<file path="config.mk">
export PLATFORM = sky130hd
export DESIGN_NAME = pair_mul_seq
export DESIGN_NICKNAME = d
export VERILOG_FILES = /design/src/rtl/pair_mul_seq.sv
export SDC_FILE = /design/constraint.sdc
export NUM_CORES = 1
export LEC_CHECK = 0
export CORE_MARGIN = 2
export CORE_UTILIZATION = 45
export DETAILED_ROUTE_END_ITERATION = 8
export PLACE_DENSITY = 0.62
export REMOVE_ABC_BUFFERS = 1
export SYNTH_ARGS = -nofsm -noshare
export SYNTH_HDL_FRONTEND = slang
export SYNTH_SLANG_ARGS = --single-unit
</file>
<file path="constraint.sdc">
create_clock -name clk -period 23.5 [get_ports clk]
set_input_delay 4.7 -clock clk [delete_from_list [all_inputs] [get_ports clk]]
set_output_delay 4.7 -clock clk [all_outputs]
set_load 0.02 [all_outputs]
</file>
<file path="src/rtl/pair_mul_seq.sv">
// pair_mul_seq: emits selected pairwise products of three operands through one shared multiplier
module pair_mul_seq #(
  parameter int W = 16
) (
  input  logic           clk,
  input  logic           rst,
  input  logic           in_valid,
  output logic           in_ready,
  input  logic [W-1:0]   in1,
  input  logic [W-1:0]   in2,
  input  logic [W-1:0]   in3,
  input  logic [2:0]     in_mask,
  output logic           out_valid,
  input  logic           out_ready,
  output logic [2*W-1:0] out1,
  output logic [1:0]     out_tag,
  output logic           out_last
);
  typedef enum logic {IDLE, EMIT} state_t;
  state_t state, state_nxt;
  logic [W-1:0]   a1, a2, a3, op_a, op_b;
  logic [2:0]     rem, rem_rest;
  logic [2*W-1:0] prod;
  // state register
  always_ff @(posedge clk) begin
    if (rst) state <= IDLE;
    else     state <= state_nxt;
  end
  // handshakes and next state; rem holds products not yet accepted, lowest set bit is the current beat
  always_comb begin
    in_ready  = state == IDLE;
    out_valid = state == EMIT;
    rem_rest  = rem & (rem - 3'd1);
    out_last  = out_valid && rem_rest == 3'd0;
    state_nxt = state;
    if (in_valid && in_ready) state_nxt = EMIT;
    if (out_valid && out_ready && out_last) state_nxt = IDLE;
  end
  // current beat: tag from lowest pending bit, operands muxed into the single multiplier
  always_comb begin
    out_tag = rem[0] ? 2'd1 : rem[1] ? 2'd2 : rem[2] ? 2'd3 : 2'd0;
    op_a    = out_tag == 2'd1 ? a2 : a1;
    op_b    = out_tag == 2'd3 ? a2 : a3;
    prod    = {{W{1'b0}}, op_a} * {{W{1'b0}}, op_b};
    out1    = out_tag == 2'd0 ? '0 : prod;
  end
  // operand capture on input handshake, retire one product per accepted beat
  always_ff @(posedge clk) begin
    if (rst) begin
      a1  <= '0;
      a2  <= '0;
      a3  <= '0;
      rem <= '0;
    end else if (in_valid && in_ready) begin
      a1  <= in1;
      a2  <= in2;
      a3  <= in3;
      rem <= in_mask;
    end else if (out_valid && out_ready) begin
      rem <= rem_rest;
    end
  end
endmodule

</file>
==> results.md, run 1 <==
- CTS root buf: clkbuf_16
- Vias per cell: 5.19
- H-tree depth: 2
- Worst-Margin Slew: 1.30 ns
- Clock Power Share: 26.1%
- First-pass DRT Iterations: 5
- WP data required: 18.80 ns
- Status: completed
- Cells after Synth: 1341
- Post-CTS Repair Setup Buffers: 0
- Synth warn: 0
- Io pins: 92
- Clk buf depth: 2
- Final period util: 58.1%
- Total wire length: 29300 um
- RSZ-0062 raised after global routing: false
- Worst-path clk slew: 0.08 ns
- Chip width: 161 um
- Power density cells: 29.7 nW/um^2
- Worst path max stage delay: 1.02 ns
- Min-Delay Startpoint: a1[0]
- Leakage power: 0.00581 uW
- CTS Buf Count: 5
- Critical Path Fanout Max: 40
- Area grow syn2layout: 12.4%
- Die Height: 161 um
- Share of layout cells above drive strength 1: 4.57%
- Final Hold Vio Count: 0
- Setup TNS: 0 ns
- CTS tree: built
- Count of unique library cells instantiated by Yosys: 59
- Psw: 148 uW
- Starting density of the core: 45.7%
- Reg-to-Reg Start: out_valid
- Synth Register Bits: 52
- First-pass GRT wire length: 49100 um
- Max_cap viols: 0
- Worst EP arrival: 8.95 ns
- RePlAce Congestion: 0.919
- Iter 0 DRT Violations: 557
- WL per Instance: 17.0 um
- Total congestion overflow: 0
- Int Pwr: 221 uW
- Sw frac: 40.2%
- Antenna Cells: 0
- Max_slew headroom: 10.5%
- Max VDD drop: 0.0000288 V
- Async S/R FF share, synth: 0%
- Sequential Power Share: 27.4%
- Die ar.: 25800 um^2
- Initial antenna violation count: 0
- Largest net degree at the start of global routing: 53
- Worst-path cell chain: nor2_1 -> and2_1 -> buf_4 -> mux2i_1 -> nor2_1 -> fa_1 -> inv_1 -> fa_1 -> fa_1 -> inv_1 -> fa_1 -> fa_1 -> inv_1 -> fa_1 -> inv_1 -> ha_1 -> nand4_1 -> nor2_1 -> a2111oi_0 -> a211o_1 -> a21oi_1 -> mux2i_1 -> nor3_1 -> clkdlybuf4s50_1
- Post-synthesis cell area: 11000 um^2
- CTS Sinks: 52
- Final Max Slew Viols: 0
- Setup Skew: 0.00646 ns
- Critical Path Sink Type: primary output
- Setup violators final: 0
- Final ANT Viol Nets: 0
- Max Clk Rate: 73.3 MHz
- GRT Overall Usage: 23.9%
- R2R setup slack: 21.79 ns
- Number of synthesized flops with an enable pin: 0
- Fill cells: 2309
- Share of the yosys chip area belonging to registers: 9.43%
- CTS Hold Bufs: 0
- Critical path class: reg -> out
- Post-DP HPWL: 24000 um
- Worst-Skew Late Latency: 0.29 ns
- Synth Flop Type: dfxtp_1
- # rows: 57
- Post-layout minimum cycle time: 13.65 ns
- Vias in the first global route: 9183
- Vias: 8946
- Final core occ: 51.3%
- Worst Hold Path EP: a1[0]
- Port Buffers: 91
- Synthesized area per cell: 8.24 um^2
- R2r endpoint: a1[2]
- Startpoint Class: flop
- Number of cells on the worst reg-to-reg path: 3
- Hold path cells: 2
- Core footprint: 24200 um^2
- DRC viols: 0
- CP max stage cell: mux2i_1
- Final Net Count: 1752
- Post-CTS Resized: 0
- HP Class: reg -> reg
- Cell repeated most along the worst path: fa_1
- Combinational share of power: 46.6%
[per-stage QoR]
step / worst slack [ns] / hold WS [ns] / total power [uW] / cells / cell area, um^2
floorplan: 10.67 / 0.428 / 208 / 1292 / 10800
global placement: 10.30 / 0.447 / 272 / 1716 / 12200
detailed placement: 10.17 / 0.454 / 271 / 1716 / 12200
CTS: 9.81 / 0.465 / 369 / 1724 / 12400
global route: 9.44 / 0.485 / 393 / 1724 / 12400
finish: 9.85 / 0.466 / 369 / 1724 / 12400
[worst max-delay path by stage]
stage,startpoint,end,slack [ns]
floorplan,rem[0],out1[28],10.67
global placement,rem[0],out1[28],10.30
detailed placement,rem[0],out1[31],10.17
CTS,rem[0],out1[31],9.81
global route,rem[0],out1[31],9.44
finish,rem[0],out1[31],9.85
[worst max-delay path: cells and delay by family (launching register included)]
family                   cells  cell delay [ns]
AO/OA/AOI/OAI                3             1.09
flip-flops                   1             0.96
adder cells (fa/ha/maj)      7             3.39
AND/OR/NAND/NOR              6             0.95
buffers and inverters        6             1.09
multiplexers                 2             1.17
[sequential cells by signal, summed over array words and instances (netlist names)]
register   count
a1            16
rem            3
a3            16
a2            16
out_valid      1
[cell families after synthesis]
| kind of cell | share of synthesized area, % |
|---|---|
| AND/OR/NAND/NOR | 17.8 |
| XOR/XNOR | 1.51 |
| AO/OA/AOI/OAI | 8.22 |
| flip-flops | 9.43 |
| multiplexers | 6.07 |
| buffers and inverters | 9.99 |
| adder cells (fa/ha/maj) | 46.9 |
[Yosys cell counts, types with 4 or more instances]
master	instances	area, um^2
xnor2_1	11	96.3
mux2_2	24	270
nor2_1	152	571
a31oi_1	4	25.0
o21ai_1	4	20.0
buf_4	5	37.5
o21bai_1	4	30.0
clkbuf_1	30	113
xor2_1	8	70.1
nand3_1	10	50.1
a21oi_1	75	375
fa_1	194	3880
nand4_1	5	31.3
nand2b_1	7	43.8
o21a_1	4	30.0
ha_1	104	1300
buf_1	4	15.0
or2_2	6	37.5
dfxtp_1	52	1040
nand2_1	262	983
inv_1	235	882
and2_1	8	50.1
buf_2	9	45.0
nor3_1	16	80.1
o21ai_0	9	45.0
mux2_1	5	56.3
a21o_1	9	67.6
a211oi_1	4	30.0
a21oi_2	5	43.8
mux2i_1	33	330
[cells in the final DEF (no fill, tap or decap), drive strengths merged, types with 4 or more instances in the layout]
| cell | instances |
|---|---|
| mux2i | 34 |
| a2111oi | 4 |
| or2 | 6 |
| buf | 10 |
| fa | 194 |
| a211oi | 5 |
| xor2 | 8 |
| inv | 236 |
| ha | 104 |
| o21bai | 4 |
| clkbuf | 5 |
| o21a | 4 |
| a21o | 9 |
| a31oi | 5 |
| nor3 | 16 |
| o21ai | 13 |
| nand4 | 7 |
| nand2b | 7 |
| nand3 | 10 |
| nand2 | 262 |
| clkdlybuf4s50 | 90 |
| and2 | 8 |
| a21oi | 80 |
| dfxtp | 52 |
| xnor2 | 11 |
| mux2 | 29 |
| nor2 | 152 |
[final cells by class]
type,instances,area [um^2],share of cell area [%]
Tap cell,324,405,3.27
Inverter,235,882,7.11
Sequential cell,52,1040,8.40
Timing Repair Buffer,100,973,7.84
Multi-Input combinational cell,1005,8920,71.8
Clock inverter,3,68.8,0.554
Clock buffer,5,125,1.01
[power groups by stage]
stage	clock (uW)	sequential [uW]	combinational, uW
after floorplan	0	100	107
after global placement	0	102	169
after detailed placement	0	103	168
after CTS	96.3	101	172
after global routing	100	102	191
final	96.2	101	172
[routing by layer]
layer | up-vias | track usage, % | share of wire [%]
met5 | - | 0 | 0
met4 | 0 | 4.38 | 1.8
met3 | 34 | 2.79 | 6.1
met2 | 289 | 36.5 | 43
met1 | 4337 | 37.0 | 49
li1 | 4286 | - | -
No activity file was read; power rests on OpenSTA's default activity.
==> run 2: changes to the inputs <==
Clock period 23.5 ns to 13.8 ns, I/O delays scaled along.
==> run 2 against run 1 <==
Effect of this change: first-iteration DRC count is 6.3% lower; register-to-register slack worse by 9.7 ns; global-route usage is 0.15 points higher; setup slack worse by 7.7 ns; worst hold slack worse by 0.0030 ns; critical endpoint unchanged.
==> results.md, run 2 (synthesis gave the netlist of run 1 again) <==
- Total congestion overflow: 0 (unchanged)
- Critical Path Sink Type: primary output
- Cell repeated most along the worst path: fa_1
- Status: completed
- CP max stage cell: mux2i_1
- Fill cells: 2355 (+2.0%)
- Total wire length: 29300 um (about the same)
- Core footprint: 24200 um^2 (unchanged)
- CTS Buf Count: 5 (unchanged)
- HP Class: reg -> reg
- Hold path cells: 2 (unchanged)
- Area grow syn2layout: 12.1%
- Startpoint Class: flop
- Vias in the first global route: 9321 (+1.5%)
- R2r endpoint: a1[2]
- Starting density of the core: 45.7% (unchanged)
- Antenna Cells: 0 (unchanged)
- Reg-to-Reg Start: out_valid
- R2R setup slack: 12.10 ns (-9.69 ns)
- WP data required: 11.04 ns (-7.76 ns)
- Port Buffers: 91 (unchanged)
- Vias per cell: 5.24 (+0.95%)
- Setup violators final: 0 (unchanged)
- RePlAce Congestion: 0.919 (about the same)
- Vias: 9036 (+1.0%)
- Final period util: 84.3%
- Leakage power: 0.00579 uW (-0.33%)
- Clk buf depth: 2 (unchanged)
- Post-CTS Repair Setup Buffers: 0 (unchanged)
- Initial antenna violation count: 0 (unchanged)
- Setup TNS: 0 ns (unchanged)
- Iter 0 DRT Violations: 522 (-6.3%)
- Power density cells: 48.1 nW/um^2 (+62%)
- Die Height: 161 um (unchanged)
- Largest net degree at the start of global routing: 53 (unchanged)
- Worst-path clk slew: 0.08 ns (about the same)
- GRT Overall Usage: 24.1% (+0.15 points)
- CTS Sinks: 52 (unchanged)
- WP buf/inv: 6 (unchanged)
- Worst-Skew Late Latency: 0.30 ns (about the same)
- Io pins: 92 (unchanged)
- Max_slew headroom: 7.06% (-3.4 points)
- First-pass DRT Iterations: 5 (unchanged)
- Crit-path leading delay family: adder cells
- Most frequent cells in the layout: nand2_1 (262), inv_1 (235), fa_1 (194), nor2_1 (152), ha_1 (104)
- Final Max Slew Viols: 0 (unchanged)
- Number of cells on the worst reg-to-reg path: 3 (unchanged)
- Final Net Count: 1753 (+0.057%)
- Max_cap viols: 0 (unchanged)
- Die ar.: 25800 um^2 (unchanged)
- Post-DP HPWL: 24000 um (+0.33%)
- Max VDD drop: 0.0000502 V (+74%)
- Share of layout cells above drive strength 1: 4.57% (about the same)
- Post-layout minimum cycle time: 11.63 ns
- Worst EP arrival: 8.87 ns (-0.08 ns)
- Final ANT Viol Nets: 0 (unchanged)
- Commonest non-fill, non-tap cell in the layout: nand2_1
- Setup Skew: 0.00378 ns (-0.00268 ns)
- CTS tree: built
- Worst-Margin Slew: 1.36 ns (+0.0503 ns)
- Max Clk Rate: 86.0 MHz
- DRC viols: 0 (unchanged)
- First-pass GRT wire length: 49400 um (+0.74%)
- WL per Instance: 17.0 um (about the same)
- Top Registers: a1: 16 flops, a2: 16 flops, a3: 16 flops
- Final core occ: 51.2% (-0.16 points)
- Worst path max stage delay: 1.05 ns (+0.03 ns)
- Worst-path cell chain: nor2_1 -> and2_1 -> buf_4 -> mux2i_1 -> nor2_1 -> fa_1 -> inv_1 -> fa_1 -> fa_1 -> inv_1 -> fa_1 -> fa_1 -> inv_1 -> fa_1 -> inv_1 -> ha_1 -> nand4_1 -> nor2_1 -> a2111oi_0 -> a211o_1 -> a21oi_1 -> mux2i_1 -> nor3_1 -> clkdlybuf4s50_1
- Critical path class: reg -> out
- CTS Hold Bufs: 0 (unchanged)
- H-tree depth: 2 (unchanged)
- Critical Path Fanout Max: 40 (unchanged)
- # rows: 57 (unchanged)
- Final Hold Vio Count: 0 (unchanged)
- Worst Hold Path EP: a1[0]
- Post-CTS Resized: 0 (unchanged)
- RSZ-0062 raised after global routing: false
- Chip width: 161 um (unchanged)
- CTS root buf: clkbuf_16
- Min-Delay Startpoint: a1[0]
## run 2: cell types whose count changed in the layout (fill, tap and decap cells not counted)
cell,delta
inv_8,+1
buf_4,+1
bufinv_16,-2
inv_6,-1
mux2i_2,-1
mux2i_1,+1
clkinv_4,+1
clkinvlp_4,+1
## run 2: power breakdown
part	leakage [uW]	switching, uW	total (uW)	internal [uW]
logic	0.00529	181	293	112
clock network	0.0000719	62.0	131	69.0
registers	0.000428	12.3	172	159
total	0.00579	255	595	340
## run 2: stage by stage
step / cell area [um^2] / instances / setup slack, ns / hold WS (ns) / total power (uW)
3_5_place_dp: 12200 / 1716 / 2.46 / 0.454 / 462
5_1_grt: 12400 / 1725 / 1.61 / 0.484 / 637
3_3_place_gp: 12200 / 1716 / 2.54 / 0.447 / 463
4_1_cts: 12400 / 1724 / 2.10 / 0.465 / 596
6_report: 12400 / 1725 / 2.17 / 0.464 / 595
2_1_floorplan: 10800 / 1292 / 2.91 / 0.428 / 354
## run 2: worst max-delay path by stage
| stage | to | cells past startpoint | start | slack [ns] |
|---|---|---|---|---|
| final | out1[31] | 24 | rem[0] | 2.17 |
| after global routing | out1[25] | 24 | rem[0] | 1.61 |
| after CTS | out1[28] | 23 | rem[0] | 2.10 |
| after detailed placement | out1[28] | 23 | rem[0] | 2.46 |
| after global placement | out1[28] | 23 | rem[0] | 2.54 |
| after floorplan | out1[28] | 21 | rem[0] | 2.91 |
## run 2: worst reg2reg max path, cell delays in order, from the launching register on
cell	delay, ns
dfxtp_1	0.40
nor2b_4	0.83
nand2_1	0.19
a21oi_1	0.19
## run 2: layout make-up
type | count | area (um^2) | share of cell area, %
multi-input combinational | 1005 | 8910 | 72.0
sequential | 52 | 1040 | 8.42
timing repair buffer | 101 | 981 | 7.93
inverter | 235 | 882 | 7.13
tap | 324 | 405 | 3.28
clock buffer | 5 | 125 | 1.01
clock inverter | 3 | 27.5 | 0.222
## run 2: metal layers
| metal | share of wire [%] | global-route usage (%) | vias to the layer above |
|---|---|---|---|
| met3 | 7.1 | 3.33 | 42 |
| met2 | 43 | 36.5 | 324 |
| met1 | 48 | 36.5 | 4380 |
| met5 | 0 | 0 | - |
| met4 | 2.1 | 5.73 | 0 |
| li1 | - | - | 4290 |
==> run 3: changes to the inputs <==
Settings changed: PLACE_DENSITY 0.62 to 0.65.
Clock period 13.8 ns to 9.9 ns, I/O delays scaled along.
==> run 3 against run 2 <==
Effect of this change: first-iteration DRC count rose by 11%; non-clock buffer count increased by 13; register-to-register slack lost 3.9 ns; via count up 0.75%; design area up 1.6%; die area unchanged; final cell count is 0.75% higher; sequential power rose by 37%; clock-buffer cell count unchanged; critical path type unchanged.
==> results.md, run 3 (synthesis gave the netlist of run 1 again) <==
- Most frequent cells in the layout: nand2_1 (262), inv_1 (235), fa_1 (194), nor2_1 (152), ha_1 (102)
- M1 GR Usage: 37.8% (+1.3 points)
- Startpoint Class: flop
- Max_cap viols: 0 (unchanged)
- GR Util met2: 38.4% (+1.9 points)
- Top Registers: a1: 16 flops, a2: 16 flops, a3: 16 flops
- Io pins: 92 (unchanged)
- Max Clk Rate: 106 MHz
- Die Height: 161 um (unchanged)
- Share of layout cells above drive strength 1: 6.08% (+1.5 points)
- Clock Power Share: 23.1% (+1.1 points)
- CTS root buf: clkbuf_16
- Die ar.: 25800 um^2 (unchanged)
- CTS Sinks: 52 (unchanged)
- Worst EP arrival: 7.48 ns (-1.39 ns)
- Max_slew headroom: 33.5% (+26 points)
- CTS Buf Count: 5 (unchanged)
- DRC viols: 0 (unchanged)
- Core footprint: 24200 um^2 (unchanged)
- Int Pwr: 504 uW (+48%)
- Worst Hold Path EP: a1[0]
- Final ANT Viol Nets: 0 (unchanged)
- Area grow syn2layout: 13.9%
- Reg-to-Reg Start: out_valid
- Final Hold Vio Count: 0 (unchanged)
- Leakage power: 0.00597 uW (+3.1%)
- WHS: 0.456 ns (-0.00749 ns)
- CTS Hold Bufs: 0 (unchanged)
- Met3 Resource Use GR: 4.05% (+0.72 points)
- Antenna Cells: 0 (unchanged)
- Setup TNS: 0 ns (unchanged)
- Status: completed
- H-tree depth: 2 (unchanged)
- Clk buf depth: 2 (unchanged)
- Sw frac: 41.2% (-1.6 points)
- WL per Instance: 17.7 um (+3.9%)
- Vias per cell: 5.24 (about the same)
- Critical Path Fanout Max: 39 (-2.5%)
- Final Net Count: 1766 (+0.74%)
- GRT Overall Usage: 25.3% (+1.2 points)
- Setup Skew: 0.00463 ns (+0.000854 ns)
- Final core occ: 52.0% (+0.84 points)
- Fill cells: 2301 (-2.3%)
- Dpl cell area: 12300 um^2 (+0.96%)
- Setup violators final: 0 (unchanged)
- HP Class: reg -> reg
- Post-route setup slack: 0.436 ns (-1.73 ns)
- Final Max Slew Viols: 0 (unchanged)
- Vias: 9104 (+0.75%)
- Worst-Skew Late Latency: 0.29 ns (about the same)
- Min-Delay Startpoint: a1[0]
- Power density cells: 68.1 nW/um^2 (+42%)
- Post-CTS Resized: 2 (+2)
- Multi-input logic area: 8970 um^2 (+0.70%)
- Combinational share of power: 49.4% (+0.2 points)
- Max VDD drop: 0.0000765 V (+52%)
- Psw: 353 uW (+38%)
- Largest net degree at the start of global routing: 53 (unchanged)
- Sequential Power Share: 27.6% (-1.2 points)
- Critical path class: reg -> out
- Worst-Margin Slew: 0.996 ns (-0.359 ns)
- Iter 0 DRT Violations: 582 (+11%)
- Number of cells on the worst reg-to-reg path: 3 (unchanged)
- Total wire length: 30700 um (+4.7%)
- Post-DP HPWL: 24900 um (+3.7%)
- WP data required: 7.92 ns (-3.12 ns)
- Worst-path clk slew: 0.07 ns (about the same)
- Total congestion overflow: 0 (unchanged)
- Post-route cell area: 12600 um^2 (+1.6%)
- Final period util: 95.6%
- RSZ-0062 raised after global routing: false
- Vias in the first global route: 9583 (+2.8%)
- Place WS: 0.311 ns (-2.15 ns)
- First-pass DRT Iterations: 5 (unchanged)
- CTS tree: built
- Starting density of the core: 45.7% (unchanged)
- R2R setup slack: 8.22 ns (-3.88 ns)
- Hold path cells: 2 (unchanged)
- GRT busiest layer: met2
- # rows: 57 (unchanged)
- Chip width: 161 um (unchanged)
- Initial antenna violation count: 0 (unchanged)
- Port Buffers: 91 (unchanged)
- Critical Path Sink Type: primary output
- First-pass GRT wire length: 51900 um (+5.0%)
- Register area: 1040 um^2 (unchanged)
- Post-CTS Repair Setup Buffers: 0 (unchanged)
- RePlAce Congestion: 0.992 (+8.0%)
- Post-layout minimum cycle time: 9.46 ns
- Commonest non-fill, non-tap cell in the layout: nand2_1
- R2r endpoint: a3[8]
run 3: cell types whose count changed in the layout (fill, tap and decap cells not counted), moves of 2 or more:
cell | before | now
a2111oi_0 | 3 | 1
buf_4 | 10 | 22
clkdlybuf4s50_1 | 90 | 84
dlymetal6s2s_1 | 0 | 6
ha_1 | 104 | 102
ha_2 | 0 | 2
mux2i_1 | 33 | 30
mux2i_2 | 1 | 3
run 3: cell type report:
type / count / share of cell area (%)
repair buffers: 114 / 8.79
well taps: 324 / 3.22
inverters: 235 / 7.01
clock buffers: 5 / 0.995
clock inverters: 3 / 0.338
flip-flops and latches: 52 / 8.29
multi-input cells: 1005 / 71.4
run 3: worst max-delay path by stage:
stage,start,to,slack (ns),cells after the start
floorplan,rem[0],out1[28],-0.21,21
global route,rem[1],out1[21],0.07,25
global placement,rem[0],out1[28],0.31,22
CTS,rem[0],out1[28],0.13,21
detailed placement,rem[0],out1[28],0.31,21
finish,rem[0],out1[31],0.44,22
run 3: through the flow:
step                total power (uW)  instances
finish                           857       1738
floorplan                        493       1292
global placement                 655       1730
CTS                              856       1738
global route                     916       1738
detailed placement               652       1730
run 3: power by group through the flow:
stage | sequential [uW] | combinational (uW) | clock (uW)
after global routing | 238 | 470 | 209
final | 236 | 423 | 198
after CTS | 236 | 421 | 200
after global placement | 240 | 416 | 0
after floorplan | 238 | 255 | 0
after detailed placement | 240 | 412 | 0
run 3: critical path, stage by stage (launching register included):
cell and delay [ns]:
dfxtp_2 0.33, buf_4 0.47, mux2i_2 0.66, nor2_1 0.14, fa_1 0.56, inv_1 0.05
fa_1 0.46, fa_1 0.52, inv_1 0.06, fa_1 0.53, fa_1 0.51, inv_1 0.05
fa_1 0.48, inv_1 0.05, ha_2 0.41, nand4_1 0.16, nor2_1 0.21, a2111oi_2 0.09
a211o_1 0.36, a21oi_2 0.22, mux2i_1 0.10, nor3_1 0.13, clkdlybuf4s50_1 0.62
run 3: layer usage:
metal | vias up | wire (um)
li1 | 4316 | -
met1 | 4424 | 14400
met2 | 314 | 13300
met3 | 50 | 2170
met4 | 0 | 814
met5 | - | 0
